## src/rtl/router_pkg.sv

```systemverilog
// Shared types and constants for the pixel stream router.
package router_pkg;

  typedef enum logic [1:0] {
    RUN    = 2'd0,
    DRAIN  = 2'd1,
    SWITCH = 2'd2
  } router_state_t;

  localparam int unsigned STAT_W = 16;

endpackage : router_pkg

```

## src/rtl/px_sync_fifo.sv

```systemverilog
// Synchronous output FIFO with registered valid/full flags and an overflow pulse.
// A push into a full FIFO with no simultaneous pop is discarded.
module px_sync_fifo #(
  parameter int unsigned PX_W  = 24,
  parameter int unsigned DEPTH = 4
) (
  input  logic            clk_i,
  input  logic            reset_i,
  input  logic            push_i,
  input  logic [PX_W-1:0] data_i,
  input  logic            pop_i,
  output logic [PX_W-1:0] data_o,
  output logic            valid_o,
  output logic            full_o,
  output logic            ovf_o
);

  localparam int unsigned AW = $clog2(DEPTH);
  localparam int unsigned CW = AW + 1;

  logic [PX_W-1:0] mem_q [DEPTH];
  logic [AW-1:0]   wr_ptr_q;
  logic [AW-1:0]   rd_ptr_q;
  logic [CW-1:0]   count_q;
  logic [CW-1:0]   count_d;
  logic            valid_q;
  logic            full_q;
  logic            ovf_q;
  logic            do_push;
  logic            do_pop;

  // Qualify push/pop and compute the next occupancy.
  always_comb begin
    do_pop  = pop_i && valid_q;
    do_push = push_i && (!full_q || do_pop);
    count_d = count_q;
    if (do_push && !do_pop) begin
      count_d = count_q + CW'(1);
    end else if (!do_push && do_pop) begin
      count_d = count_q - CW'(1);
    end
  end

  // Pointers, occupancy, flags and overflow pulse.
  always_ff @(posedge clk_i) begin
    if (reset_i) begin
      wr_ptr_q <= '0;
      rd_ptr_q <= '0;
      count_q  <= '0;
      valid_q  <= 1'b0;
      full_q   <= 1'b0;
      ovf_q    <= 1'b0;
    end else begin
      if (do_push) wr_ptr_q <= wr_ptr_q + AW'(1);
      if (do_pop)  rd_ptr_q <= rd_ptr_q + AW'(1);
      count_q <= count_d;
      valid_q <= (count_d != '0);
      full_q  <= (count_d == CW'(DEPTH));
      ovf_q   <= push_i && full_q && !do_pop;
    end
  end

  // Storage array; contents are don't-care until written.
  always_ff @(posedge clk_i) begin
    if (do_push) mem_q[wr_ptr_q] <= data_i;
  end

  assign data_o  = mem_q[rd_ptr_q];
  assign valid_o = valid_q;
  assign full_o  = full_q;
  assign ovf_o   = ovf_q;

endmodule : px_sync_fifo

```

## src/rtl/px_stream_router.sv

```systemverilog
// Routes SPI pixels to one selected engine channel and collects that channel's
// results into an output FIFO. Mode changes wait until in-flight pixels return.
// Optional statistics (drop counter, sticky overflow) enabled by ROUTER_STATS_EN.
module px_stream_router
  import router_pkg::*;
#(
  parameter int unsigned PX_W       = 24,
  parameter int unsigned N_CH       = 4,
  parameter int unsigned FIFO_DEPTH = 4,
  parameter int unsigned INFL_W     = 4
) (
  input  logic                     clk_i,
  input  logic                     reset_i,
  input  logic [$clog2(N_CH)-1:0]  mode_req_i,
  output logic [$clog2(N_CH)-1:0]  mode_o,
  output logic                     busy_o,
  input  logic [PX_W-1:0]          in_px_i,
  input  logic                     in_rdy_i,
  output logic [PX_W-1:0]          ch_px_o,
  output logic [N_CH-1:0]          ch_rdy_o,
  input  logic [N_CH*PX_W-1:0]     ch_px_i,
  input  logic [N_CH-1:0]          ch_rdy_i,
  output logic [PX_W-1:0]          out_px_o,
  output logic                     out_valid_o,
  input  logic                     out_ready_i,
  output logic [STAT_W-1:0]        drop_cnt_o,
  output logic                     ovf_o
);

  localparam int unsigned MODE_W = $clog2(N_CH);
  localparam logic [INFL_W-1:0] INFL_MAX = '1;

  router_state_t     state_q;
  logic [MODE_W-1:0] mode_q;
  logic              busy_q;
  logic [INFL_W-1:0] infl_q;
  logic [INFL_W-1:0] infl_d;
  logic [PX_W-1:0]   ch_px_q;
  logic [N_CH-1:0]   ch_rdy_q;

  logic              req_ok;
  logic              accept;
  logic              drop;
  logic              res_rdy;
  logic [PX_W-1:0]   res_px;
  logic              fifo_full;
  logic              fifo_ovf;

  // Input acceptance, result selection and in-flight bookkeeping.
  always_comb begin
    req_ok  = (int'(mode_req_i) < int'(N_CH));
    res_rdy = ch_rdy_i[mode_q];
    res_px  = ch_px_i[int'(mode_q)*int'(PX_W) +: PX_W];
    accept  = (state_q == RUN) && in_rdy_i && (infl_q != INFL_MAX);
    drop    = in_rdy_i && !accept;
    infl_d  = infl_q;
    if (accept && !res_rdy) begin
      infl_d = infl_q + INFL_W'(1);
    end else if (!accept && res_rdy && (infl_q != '0)) begin
      infl_d = infl_q - INFL_W'(1);
    end
  end

  // Mode FSM plus registered channel-side outputs.
  always_ff @(posedge clk_i) begin
    if (reset_i) begin
      state_q  <= RUN;
      mode_q   <= '0;
      busy_q   <= 1'b0;
      infl_q   <= '0;
      ch_px_q  <= '0;
      ch_rdy_q <= '0;
    end else begin
      infl_q   <= infl_d;
      ch_rdy_q <= '0;
      if (accept) begin
        ch_px_q  <= in_px_i;
        ch_rdy_q <= N_CH'(1) << mode_q;
      end
      case (state_q)
        RUN: begin
          if (req_ok && (mode_req_i != mode_q)) begin
            state_q <= DRAIN;
            busy_q  <= 1'b1;
          end
        end
        DRAIN: begin
          if (infl_q == '0) state_q <= SWITCH;
        end
        SWITCH: begin
          if (req_ok) mode_q <= mode_req_i;
          state_q <= RUN;
          busy_q  <= 1'b0;
        end
        default: begin
          state_q <= RUN;
          busy_q  <= 1'b0;
        end
      endcase
    end
  end

  px_sync_fifo #(
    .PX_W  (PX_W),
    .DEPTH (FIFO_DEPTH)
  ) u_fifo (
    .clk_i   (clk_i),
    .reset_i (reset_i),
    .push_i  (res_rdy),
    .data_i  (res_px),
    .pop_i   (out_ready_i),
    .data_o  (out_px_o),
    .valid_o (out_valid_o),
    .full_o  (fifo_full),
    .ovf_o   (fifo_ovf)
  );

`ifdef ROUTER_STATS_EN
  logic [STAT_W-1:0] drop_cnt_q;
  logic              ovf_q;
  logic              unused_sig;

  // Saturating drop counter and sticky overflow flag.
  always_ff @(posedge clk_i) begin
    if (reset_i) begin
      drop_cnt_q <= '0;
      ovf_q      <= 1'b0;
    end else begin
      if (drop && (drop_cnt_q != '1)) drop_cnt_q <= drop_cnt_q + STAT_W'(1);
      if (fifo_ovf) ovf_q <= 1'b1;
    end
  end

  assign drop_cnt_o = drop_cnt_q;
  assign ovf_o      = ovf_q;
  assign unused_sig = fifo_full;
`else
  logic unused_sig;

  assign drop_cnt_o = '0;
  assign ovf_o      = 1'b0;
  assign unused_sig = ^{fifo_full, fifo_ovf, drop};
`endif

  assign mode_o   = mode_q;
  assign busy_o   = busy_q;
  assign ch_px_o  = ch_px_q;
  assign ch_rdy_o = ch_rdy_q;

endmodule : px_stream_router

```

## config.mk

```make
export PLATFORM = sky130hd
export DESIGN_NAME = px_stream_router
export DESIGN_NICKNAME = d
export VERILOG_FILES = /design/src/rtl/router_pkg.sv /design/src/rtl/px_sync_fifo.sv /design/src/rtl/px_stream_router.sv
export SDC_FILE = /design/constraint.sdc
export NUM_CORES = 1
export LEC_CHECK = 0
export ABC_AREA = 1
export BUFFER_PORTS_ARGS = -buffer_cell sky130_fd_sc_hd__buf_2
export CORE_MARGIN = 8
export CORE_UTILIZATION = 37
export DETAILED_ROUTE_END_ITERATION = 6
export GPL_ROUTABILITY_DRIVEN = 0
export GPL_TIMING_DRIVEN = 0
export PLACE_DENSITY = 0.66
export SYNTH_ARGS = -nofsm -noshare
export SYNTH_HDL_FRONTEND = slang
export SYNTH_HIERARCHICAL = 1
export SYNTH_SLANG_ARGS = --single-unit
export TNS_END_PERCENT = 30
```

## constraint.sdc

```tcl
create_clock -name clk_i -period 2.8 [get_ports clk_i]
set_clock_uncertainty 0.1 [all_clocks]
set_input_delay 0.28 -clock clk_i [delete_from_list [all_inputs] [get_ports clk_i]]
set_output_delay 0.28 -clock clk_i [all_outputs]
set_load 0.01 [all_outputs]
```

# Word level (Yosys, flattened, before mapping)
# Memories as Yosys holds them, arrays and structs flattened. A register that Yosys moved wholly into a read port is not among the register bits.
# Index checks and enable logic that the tools add are counted.
totals:
  regBits: 46
  mem_bits_rw: 96
  input_bits: 130
  wordCells: 69
  memories: 1
mem_list:
  columns: ["name", "words", "word_bits", "rd", "rd_ports_with_merged_regs", "wr", "line_no", "rtl"]
  rows:
  - ["u_fifo.mem_q", 4, 24, 1, 1, 1, "px_sync_fifo.sv:21", "logic [PX_W-1:0] mem_q [DEPTH];"]
classes:
  n_addsub: 6
  multipliers: 1
  order_cmp: 1
  eq_ne: 7
  n_shift: 2
  mux: 15
  n_bitwise: 2
  reduce_logical: 23
ops:
  columns: ["op", "n"]
  rows:
  - ["96-bit by 8-bit indexed part select with 24-bit output", 1]
  - ["1-bit logical AND", 9]
  - ["2-bit two-way mux", 4]
  - ["4-bit two-way mux", 2]
  - ["3-bit two-way mux", 2]
  - ["1-bit zero test", 5]
  - ["2-bit by 1-bit adder with 2-bit output (second input constant)", 2]
  - ["4-bit by 1-bit adder with 4-bit output (second input constant)", 1]
  - ["4-bit zero test", 1]
  - ["2-bit by 2-bit multiplier with 4-bit output (second input constant)", 1]
  - ["1-bit two-way mux", 4]
  - ["4-bit inequality test (second input constant)", 1]
  - ["2-bit case mux with 2 select lines", 1]
  - ["2-bit AND reduction", 2]
  - ["4-bit nonzero test", 1]
  - ["1-bit by 2-bit left shift with 4-bit output (first input constant)", 1]
  - ["4-bit by 1-bit subtractor with 4-bit output (second input constant)", 1]
  - ["3-bit by 1-bit adder with 3-bit output (second input constant)", 1]
  - ["3-bit equality test (second input constant)", 1]
  - ["2-bit by 3-bit less-than comparator with 1-bit output (second input constant)", 1]
  - ["3-bit nonzero test", 1]
  - ["3-bit by 1-bit subtractor with 3-bit output (second input constant)", 1]
  - ["1-bit binary-select mux with 2-bit select", 1]
  - ["2-bit by 1-bit equality test with 1-bit output (second input constant)", 1]
  - ["other kinds (10)", 11]

# Logic depth before layout (Yosys ltp)
# Gate-level depths: netlist of the first run.
depth:
  word_depth: 8
  depth_mapped: 15
  mapped_depth_nobuf: 14

# Cells and area by module
# Netlist of the first run, hierarchy kept.
by_module_without_submodules:
  columns: ["mod", "instances", "cells_per_inst", "area_each_um2"]
  rows:
  - ["px_sync_fifo", 1, 317, 4170.2]
  - ["px_stream_router", 1, 344, 2250.9]

# Worst setup path after synthesis of the first run
# No wires, ideal clock.
synth_path:
  path_kind: "reg2reg"
  startpoint: "register mode_q[1], in the netlist mode_o[1]"
  endpoint: "memory u_fifo.mem_q[0][0] (enable)"
  setup_time_ps: 405
  arrival_time_ps: 2093
  slack_ps: 203
  stages_incl_launch_ff: 7
  synth_period_minus_slack_ps: 2597
  cell_sequence: "dfxtp_1 clkinv_1 nand3_1 nand2_1 inv_1 nand2_2 nor2_1"
synth_via:
  elab_chain_cells: 5
synth_rtl:
  columns: ["element", "line_no", "rtl"]
  rows:
  - ["from (decl)", "px_stream_router.sv:34", "logic [MODE_W-1:0] mode_q;"]
  - ["from (signal assigned)", "px_stream_router.sv:91", "if (req_ok) mode_q <= mode_req_i;"]
  - ["1-bit binary-select mux with 2-bit select", "px_stream_router.sv:52", "res_rdy = ch_rdy_i[mode_q];"]
  - ["1-bit two-way mux (implied by the code)", "px_stream_router.sv:52", null]
  - ["named net res_rdy", "px_stream_router.sv:44", "logic res_rdy;"]
  - ["1-bit logical AND", "px_sync_fifo.sv:35", "do_push = push_i && (!full_q || do_pop);"]
  - ["1-bit two-way mux", "px_sync_fifo.sv:65", "if (do_push) mem_q[wr_ptr_q] <= data_i;"]
  - ["1-bit two-way mux (implied by the code)", "px_sync_fifo.sv:65", null]
  - ["to (decl)", "px_sync_fifo.sv:21", null]
# The timed path passes the listed nets, and every way through them passes these cells. The select of a mux whose other input is x is not followed.

# Worst setup path after layout of the first run
layout_path:
  startpoint: "register mode_q[1], in the netlist mode_o[1]"
  endpoint: "memory u_fifo.mem_q[3][4] (enable)"
# The elaborated chain is that of the path after synthesis.

==> results of run 1 <==
-- repair_timing --
action | in CTS | in global routing
endpoints found under the setup margin | 0 | 65
endpoints found under the hold margin | 26 | 0
hold buffers | 25 | 0
gates resized for setup | 0 | 2
-- flip-flops by register name, summed over array words and instances, names as in the netlist, named ones only --
register and cells:
u_fifo/valid_o 1, u_fifo/wr_ptr_q 2, u_fifo/full_o 1, busy_o 1, ch_rdy_o 4, state_q 2, infl_q 4, ch_px_o 24
u_fifo/mem_q 96, mode_o 2, u_fifo/count_q 3, u_fifo/rd_ptr_q 2
-- through the flow --
stage,instances,setup TNS [ns]
detailed placement,1086,0
global route,1143,0
floorplan,675,0
global placement,1085,-92.40
finish,1143,0
CTS,1143,0
-- path summary, 6_finish.rpt --
path,start,endpoint,cells past startpoint,slack [ns]
max,mode_o[1],u_fifo/mem_q[3][4],6,0.24
max reg2reg,mode_o[1],u_fifo/mem_q[3][4],6,0.24
min,mode_req_i[0],mode_o[0],3,0.07
min reg2reg,busy_o,busy_o,2,0.37
-- area by class of cell --
class	count	area [um^2]
multi-input combinational	440	2180
sequential	144	3840
clock inverter	15	190
inverter	36	139
tap	225	282
buffer	55	329
timing repair buffer	211	1200
clock buffer	17	425
fill	1592	8530
-- power breakdown --
| part | total, uW | switching [uW] | internal (uW) |
|---|---|---|---|
| logic | 2350 | 1540 | 816 |
| registers | 3010 | 173 | 2840 |
| clock network | 2330 | 972 | 1360 |
-- metal layers --
metal	up-vias	global-route usage (%)	part of all wire, %
met5	-	0	0
met4	0	4.44	0.83
met3	13	7.86	10
met2	239	30.4	46
met1	2607	21.8	43
li1	2751	-	-
-- worst max-delay path, delay by kind of cell, from the launching register on --
kind	cells	cell delay, ns
buf+inv	2	0.49
flops	1	0.39
simple gates	4	1.20
==> impl_summary.log, run 1 <==
INFO  metric path_max_fanout = 24
INFO  metric grt_remaining_overflow = 0
INFO  metric postSynthCellCount = around 660
INFO  metric clockBufferDepth = 2
INFO  metric tritoncts = built
INFO  metric layout.cells.most_common = sky130_fd_sc_hd__buf_2
INFO  metric layout.cells.most_common_list = 193 x sky130_fd_sc_hd__buf_2, 160 x sky130_fd_sc_hd__nor2_1, 126 x sky130_fd_sc_hd__o21ai_0
INFO  metric fp.coreArea = 17100 um^2
INFO  metric port-buffer-count = approximately 190
INFO  metric grt_antenna_before_repair = 0
INFO  metric setup_viol = 0
INFO  metric dpl_worst_slack = 0.0959 ns
INFO  metric synthToLayoutAreaGrowth = 34.3%
INFO  metric insertion_delay = 0.42 ns
INFO  metric critical_path_cell_sequence = clkinvlp_4, nand3_1, nand2_1, inv_1, nand2_2, nor2_4
INFO  metric timing.critical_path.arrival = 2.51 ns
INFO  metric final.min_clock_period = 2.56 ns
INFO  metric nNetsFinal = 1044
INFO  metric layout-drive-gt1-share = 30.7%
INFO  metric cts_made_buffers = 17
INFO  metric power.leakage = 0.00368 uW
INFO  metric timing.critical_path.slowest_cell_delay = 0.72 ns
INFO  metric power.density = 896 nW/um^2
INFO  metric pin_count = 203
INFO  metric maxCapViolations = 0
INFO  metric ir_drop = 0.000503 V
INFO  metric hold_violations = 0
INFO  metric finalInstanceArea = 8590 um^2
INFO  metric total_chip_power = ~7700 uW
INFO  metric final_max_slew_viol_count = 0
INFO  metric grt_start_max_net_pins = 25
INFO  metric min_period_over_period = 91.3%
INFO  metric cts_max_level = 4
INFO  metric syn-cell-area = 6400 um^2
INFO  metric dr_total_vias = 5610
INFO  metric post-route-drc-count = 0
INFO  metric die_w = 147 um
INFO  metric fin_util = 50.2%
INFO  metric post_placement_cell_area = 7720 um^2
INFO  metric critical_path.startpoint_type = flip-flop
INFO  metric timing.fmax = 391 MHz
INFO  metric initial_core_util = 37.4%
INFO  metric critical-path-slowest-cell = sky130_fd_sc_hd__nor2_4
INFO  metric transition_time_of_the_tightest_slew_check_pin = 0.867 ns
INFO  metric cts_setup_buffers = 0
INFO  metric synthesis.area_per_instance = 9.71 um^2
INFO  metric first_global_vias = 5756
INFO  metric ant_nets = 0
INFO  metric grt_setup_unrepaired = false
INFO  metric drt_pre_antenna_iters = 4
INFO  metric number_of_diodes_added_for_antenna_fixing = 0
INFO  metric count_of_standard_cell_rows = 48
INFO  metric clk_transition_reported_paths = roughly 0.060 ns
INFO  metric status = finished, final reports clean
INFO  metric place.detailed.hpwl = about 14000 um
INFO  metric cts_root_buf = sky130_fd_sc_hd__clkbuf_16
INFO  metric required = about 2.8 ns
INFO  metric dieArea = 21800 um^2
INFO  metric grtUsageTotal = around 18%
INFO  metric cp-end-kind = flip-flop
INFO  metric critPathKind = flip-flop to flip-flop
INFO  metric drtIter0Drc = 323
INFO  metric hold_path.class = input pin to flip-flop
INFO  metric postLayoutSetupSlackWorst = 0.243 ns
INFO  metric floorplan.die.height = about 150 um
INFO  metric clock_sink_count = 144
INFO  metric yosysWarningCount = 6
INFO  metric detail_route.vias_per_cell = a little under 5
INFO  metric routed_wirelength = roughly 20000 um
INFO  metric grt_pass1_wl = roughly 31000 um
INFO  metric detail_route.wl_per_cell = 17.6 um
INFO  metric slew-limit-headroom = 42.1%
INFO  metric hold_slack = 0.0694 ns
No activity file was read; power rests on OpenSTA's default activity.
==> run 2, diff against run 1 <==
--- a/config.mk
+++ b/config.mk
@@ -15,6 +15,5 @@
 export PLACE_DENSITY = 0.66
 export SYNTH_ARGS = -nofsm -noshare
 export SYNTH_HDL_FRONTEND = slang
-export SYNTH_HIERARCHICAL = 1
 export SYNTH_SLANG_ARGS = --single-unit
 export TNS_END_PERCENT = 30
==> run 2 against run 1 <==
- via count down 0.82%
- sequential power is essentially flat
- power shrank 3.1%
- die area decreased by 1.6%
- largest power group unchanged
- clock power shrank 8.6%
- register-to-register slack better by 0.09 ns
- sequential cell count did not move
- worst hold slack lost 0.062 ns
- count of clock-buffer cells in the layout up 1
- synthesized cell count decreased by 3.6%
- sequential share of layout area grew 1.8 points
==> impl_summary.log, run 2 <==
INFO  metric fin_cells = 1097 (-4.0%)
INFO  metric grt_antenna_before_repair = 1 (+1)
INFO  metric layout.cells.most_common_list = 189 x sky130_fd_sc_hd__buf_2, 156 x sky130_fd_sc_hd__nor2_1, 124 x sky130_fd_sc_hd__o21ai_0
INFO  metric synthesis.area_per_instance = 9.89 um^2 (+1.9%)
INFO  metric clockBufferDepth = 2 (unchanged)
INFO  metric path_max_fanout = 13 (-46%)
INFO  metric required = 2.83 ns (+0.08 ns)
INFO  metric initial_core_util = 37.9% (+0.51 points)
INFO  metric worst_hold_startpoint = in_px_i[23]
INFO  metric number_of_diodes_added_for_antenna_fixing = 0 (unchanged)
INFO  metric synth.yosys.seq_area_share = 61.2%
INFO  metric ctsHoldBuffers = 8 (-68%)
INFO  metric cts_made_buffers = 17 (unchanged)
INFO  metric place.detailed.hpwl = 14700 um (+4.8%)
INFO  metric drt_pre_antenna_iters = 5 (+1)
INFO  metric maxCapViolations = 0 (unchanged)
INFO  metric grtUsageTotal = 18.9% (+0.45 points)
INFO  metric synth_flop_cell = sky130_fd_sc_hd__edfxtp_1
INFO  metric top_register = u_fifo.mem_q
INFO  metric timing.critical_path.slowest_cell_delay = 0.63 ns (-0.09 ns)
INFO  metric transition_time_of_the_tightest_slew_check_pin = 0.839 ns (-0.0277 ns)
INFO  metric synthToLayoutAreaGrowth = 31.4%
INFO  metric dr_total_vias = 5564 (-0.82%)
INFO  metric drtIter0Drc = 322 (-0.31%)
INFO  metric pin_count = 203 (unchanged)
INFO  metric cp-end-kind = flip-flop
INFO  metric nNetsFinal = 1005 (-3.7%)
INFO  metric post-route-drc-count = 0 (unchanged)
INFO  metric cells_resized_by_post_cts_repair = 0 (unchanged)
INFO  metric dp_cells = 1059 (-2.5%)
INFO  metric hold_depth = 3 (unchanged)
INFO  metric critPathKind = flip-flop to flip-flop
INFO  metric fp.coreArea = 16600 um^2 (-3.1%)
INFO  metric dieArea = 21400 um^2 (-1.6%)
INFO  metric ir_drop = 0.000527 V (+4.8%)
INFO  metric dominant_cells_by_area_after_synthesis = sky130_fd_sc_hd__edfxtp_1 46%, sky130_fd_sc_hd__dfxtp_1 15%, sky130_fd_sc_hd__o21ai_0 9.9%
INFO  metric syn-cell-area = 6280 um^2 (-1.8%)
INFO  metric synth.largest_area_cell = sky130_fd_sc_hd__edfxtp_1
INFO  metric slew-limit-headroom = 43.9% (+1.9 points)
INFO  metric largest_register_ff_count = 96 (unchanged)
INFO  metric first_global_vias = 5682 (-1.3%)
INFO  metric grt_pass1_wl = 31100 um (+0.96%)
INFO  metric cts_root_buf = sky130_fd_sc_hd__clkbuf_16
INFO  metric setup.reg_to_reg.worst_slack = 0.34 ns (+0.09 ns)
INFO  metric r2r_end = u_fifo.mem_q[0][19]
INFO  metric timing.fmax = 406 MHz (+3.8%)
INFO  metric postSynthCellCount = 635 (-3.6%)
INFO  metric grt_setup_unrepaired = false
INFO  metric clk_transition_reported_paths = 0.06 ns (about the same)
INFO  metric critical_path_cell_sequence = buf_4, inv_2, nand3_4, nand2_4, inv_2, o21ai_2, nor2_2, buf_8
INFO  metric ys_types = 32
INFO  metric setup_viol = 0 (unchanged)
INFO  metric routed_wirelength = 20300 um (+0.74%)
INFO  metric detail_route.wl_per_cell = 18.5 um (+5.0%)
INFO  metric status = finished, final reports clean
INFO  metric port-buffer-count = 185 (unchanged)
INFO  metric holdPathEnd = ch_px_o[23]
INFO  metric cts_max_level = 4 (unchanged)
INFO  metric timing.critical_path.from = mode_o[1]
INFO  metric synthDominantCellAreaShare = 45.9%
INFO  metric cts_setup_buffers = 0 (unchanged)
INFO  metric power.leakage = 0.00345 uW (-6.3%)
INFO  metric min_period_over_period = 88.0% (-3.3 points)
INFO  metric count_of_standard_cell_rows = 47 (-2.1%)
INFO  metric critical_path.startpoint_type = flip-flop
INFO  metric worst_r2r_startpoint = mode_o[1]
INFO  metric hold_violations = 0 (unchanged)
INFO  metric ff2ff_path_depth = 8 (+2)
INFO  metric layout-drive-gt1-share = 29.3% (-1.4 points)
INFO  metric ant_nets = 0 (unchanged)
INFO  metric grt_remaining_overflow = 0 (unchanged)
INFO  metric floorplan.die.height = 146 um (-0.80%)
INFO  metric timing.critical_path.arrival = 2.49 ns (-0.02 ns)
INFO  metric critical-path-slowest-cell = sky130_fd_sc_hd__nor2_2
INFO  metric synth_async_reset_ratio = 0%
INFO  metric ys_seq_elements = about 140
INFO  metric final.setup.tns = 0 ns (unchanged)
INFO  metric hold_path.class = input pin to flip-flop
INFO  metric yosysWarningCount = 0 (-6)
INFO  metric synth_most_common_cell = sky130_fd_sc_hd__nor2_1
INFO  metric power.density = 903 nW/um^2 (+0.78%)
INFO  metric detail_route.vias_per_cell = 5.07 (+3.3%)
INFO  metric synth.cells.most_frequent = 160 x sky130_fd_sc_hd__nor2_1, 124 x sky130_fd_sc_hd__o21ai_0, 96 x sky130_fd_sc_hd__edfxtp_1
INFO  metric tritoncts = built
INFO  metric path_common_cell = sky130_fd_sc_hd__inv_2
INFO  metric final.min_clock_period = 2.46 ns (-0.0936 ns)
INFO  metric clock_sink_count = 144 (unchanged)
INFO  metric grt_start_max_net_pins = 25 (unchanged)
INFO  metric final_max_slew_viol_count = 0 (unchanged)
INFO  metric layout.cells.most_common = sky130_fd_sc_hd__buf_2
INFO  metric die_w = 146 um (-0.80%)
INFO  metric synth_edf_count = 96
INFO  metric insertion_delay = 0.42 ns (about the same)
## run 2: critical path: cells and delay by family (launching register included)
kind	cells	cell delay [ns]
compound gates	1	0.14
simple gates	3	0.84
buf+inv	4	0.73
flops	1	0.33
## run 2: per-layer routing
metal / track usage, % / wire [um] / up-vias
met5: 0 / 10 / -
met2: 31.3 / 9550 / 287
met4: 7.11 / 395 / 2
li1: - / - / 2659
met3: 7.48 / 2110 / 28
met1: 21.6 / 8210 / 2588
## run 2: worst max-delay path by stage
| stage | end | cells past startpoint | slack (ns) |
|---|---|---|---|
| 2_1_floorplan | u_fifo.mem_q[0][0] | 7 | 0.31 |
| 3_3_place_gp | u_fifo.mem_q[3][22] | 7 | -0.71 |
| 3_5_place_dp | u_fifo.mem_q[0][22] | 8 | 0.34 |
| 4_1_cts | u_fifo.mem_q[0][19] | 8 | 0.32 |
| 5_1_grt | u_fifo.mem_q[0][23] | 8 | 0.20 |
| 6_report | u_fifo.mem_q[0][19] | 8 | 0.34 |
## run 2: cell type report
| type | instances | area (um^2) |
|---|---|---|
| inverters | 25 | 96.3 |
| multi-input cells | 428 | 2130 |
| flip-flops and latches | 144 | 3840 |
| fillers | 1579 | 8330 |
| repair buffers | 196 | 1080 |
| plain buffers | 54 | 283 |
| clock inverters | 12 | 119 |
| clock buffers | 18 | 429 |
| well taps | 220 | 275 |
## run 2: through the flow
stage	total power, uW	hold WS (ns)	utilization [%]	area (um^2)	worst slack [ns]
6_report	7450	0.00737	49.8	8260	0.336
3_5_place_dp	5360	0.340	46.0	7630	0.343
3_3_place_gp	5270	0.331	45.5	7540	-0.705
4_1_cts	7490	0.00115	49.8	8260	0.321
5_1_grt	7880	0.0143	49.8	8260	0.205
2_1_floorplan	4400	0.249	-	6340	0.306
## run 2: power by group
part | switching (uW) | total (uW) | internal, uW
clock | 838 | 2130 | 1290
combinational | 1520 | 2310 | 797
sequential | 173 | 3010 | 2840
total | 2530 | 7450 | 4930
## run 2: cells by family after synthesis
family / share of synthesized area [%]
other cells: 0.0597
simple gates: 13.4
buf+inv: 6.03
fa+ha+maj: 1.91
compound gates: 16.6
xor+xnor: 0.837
flops: 61.2
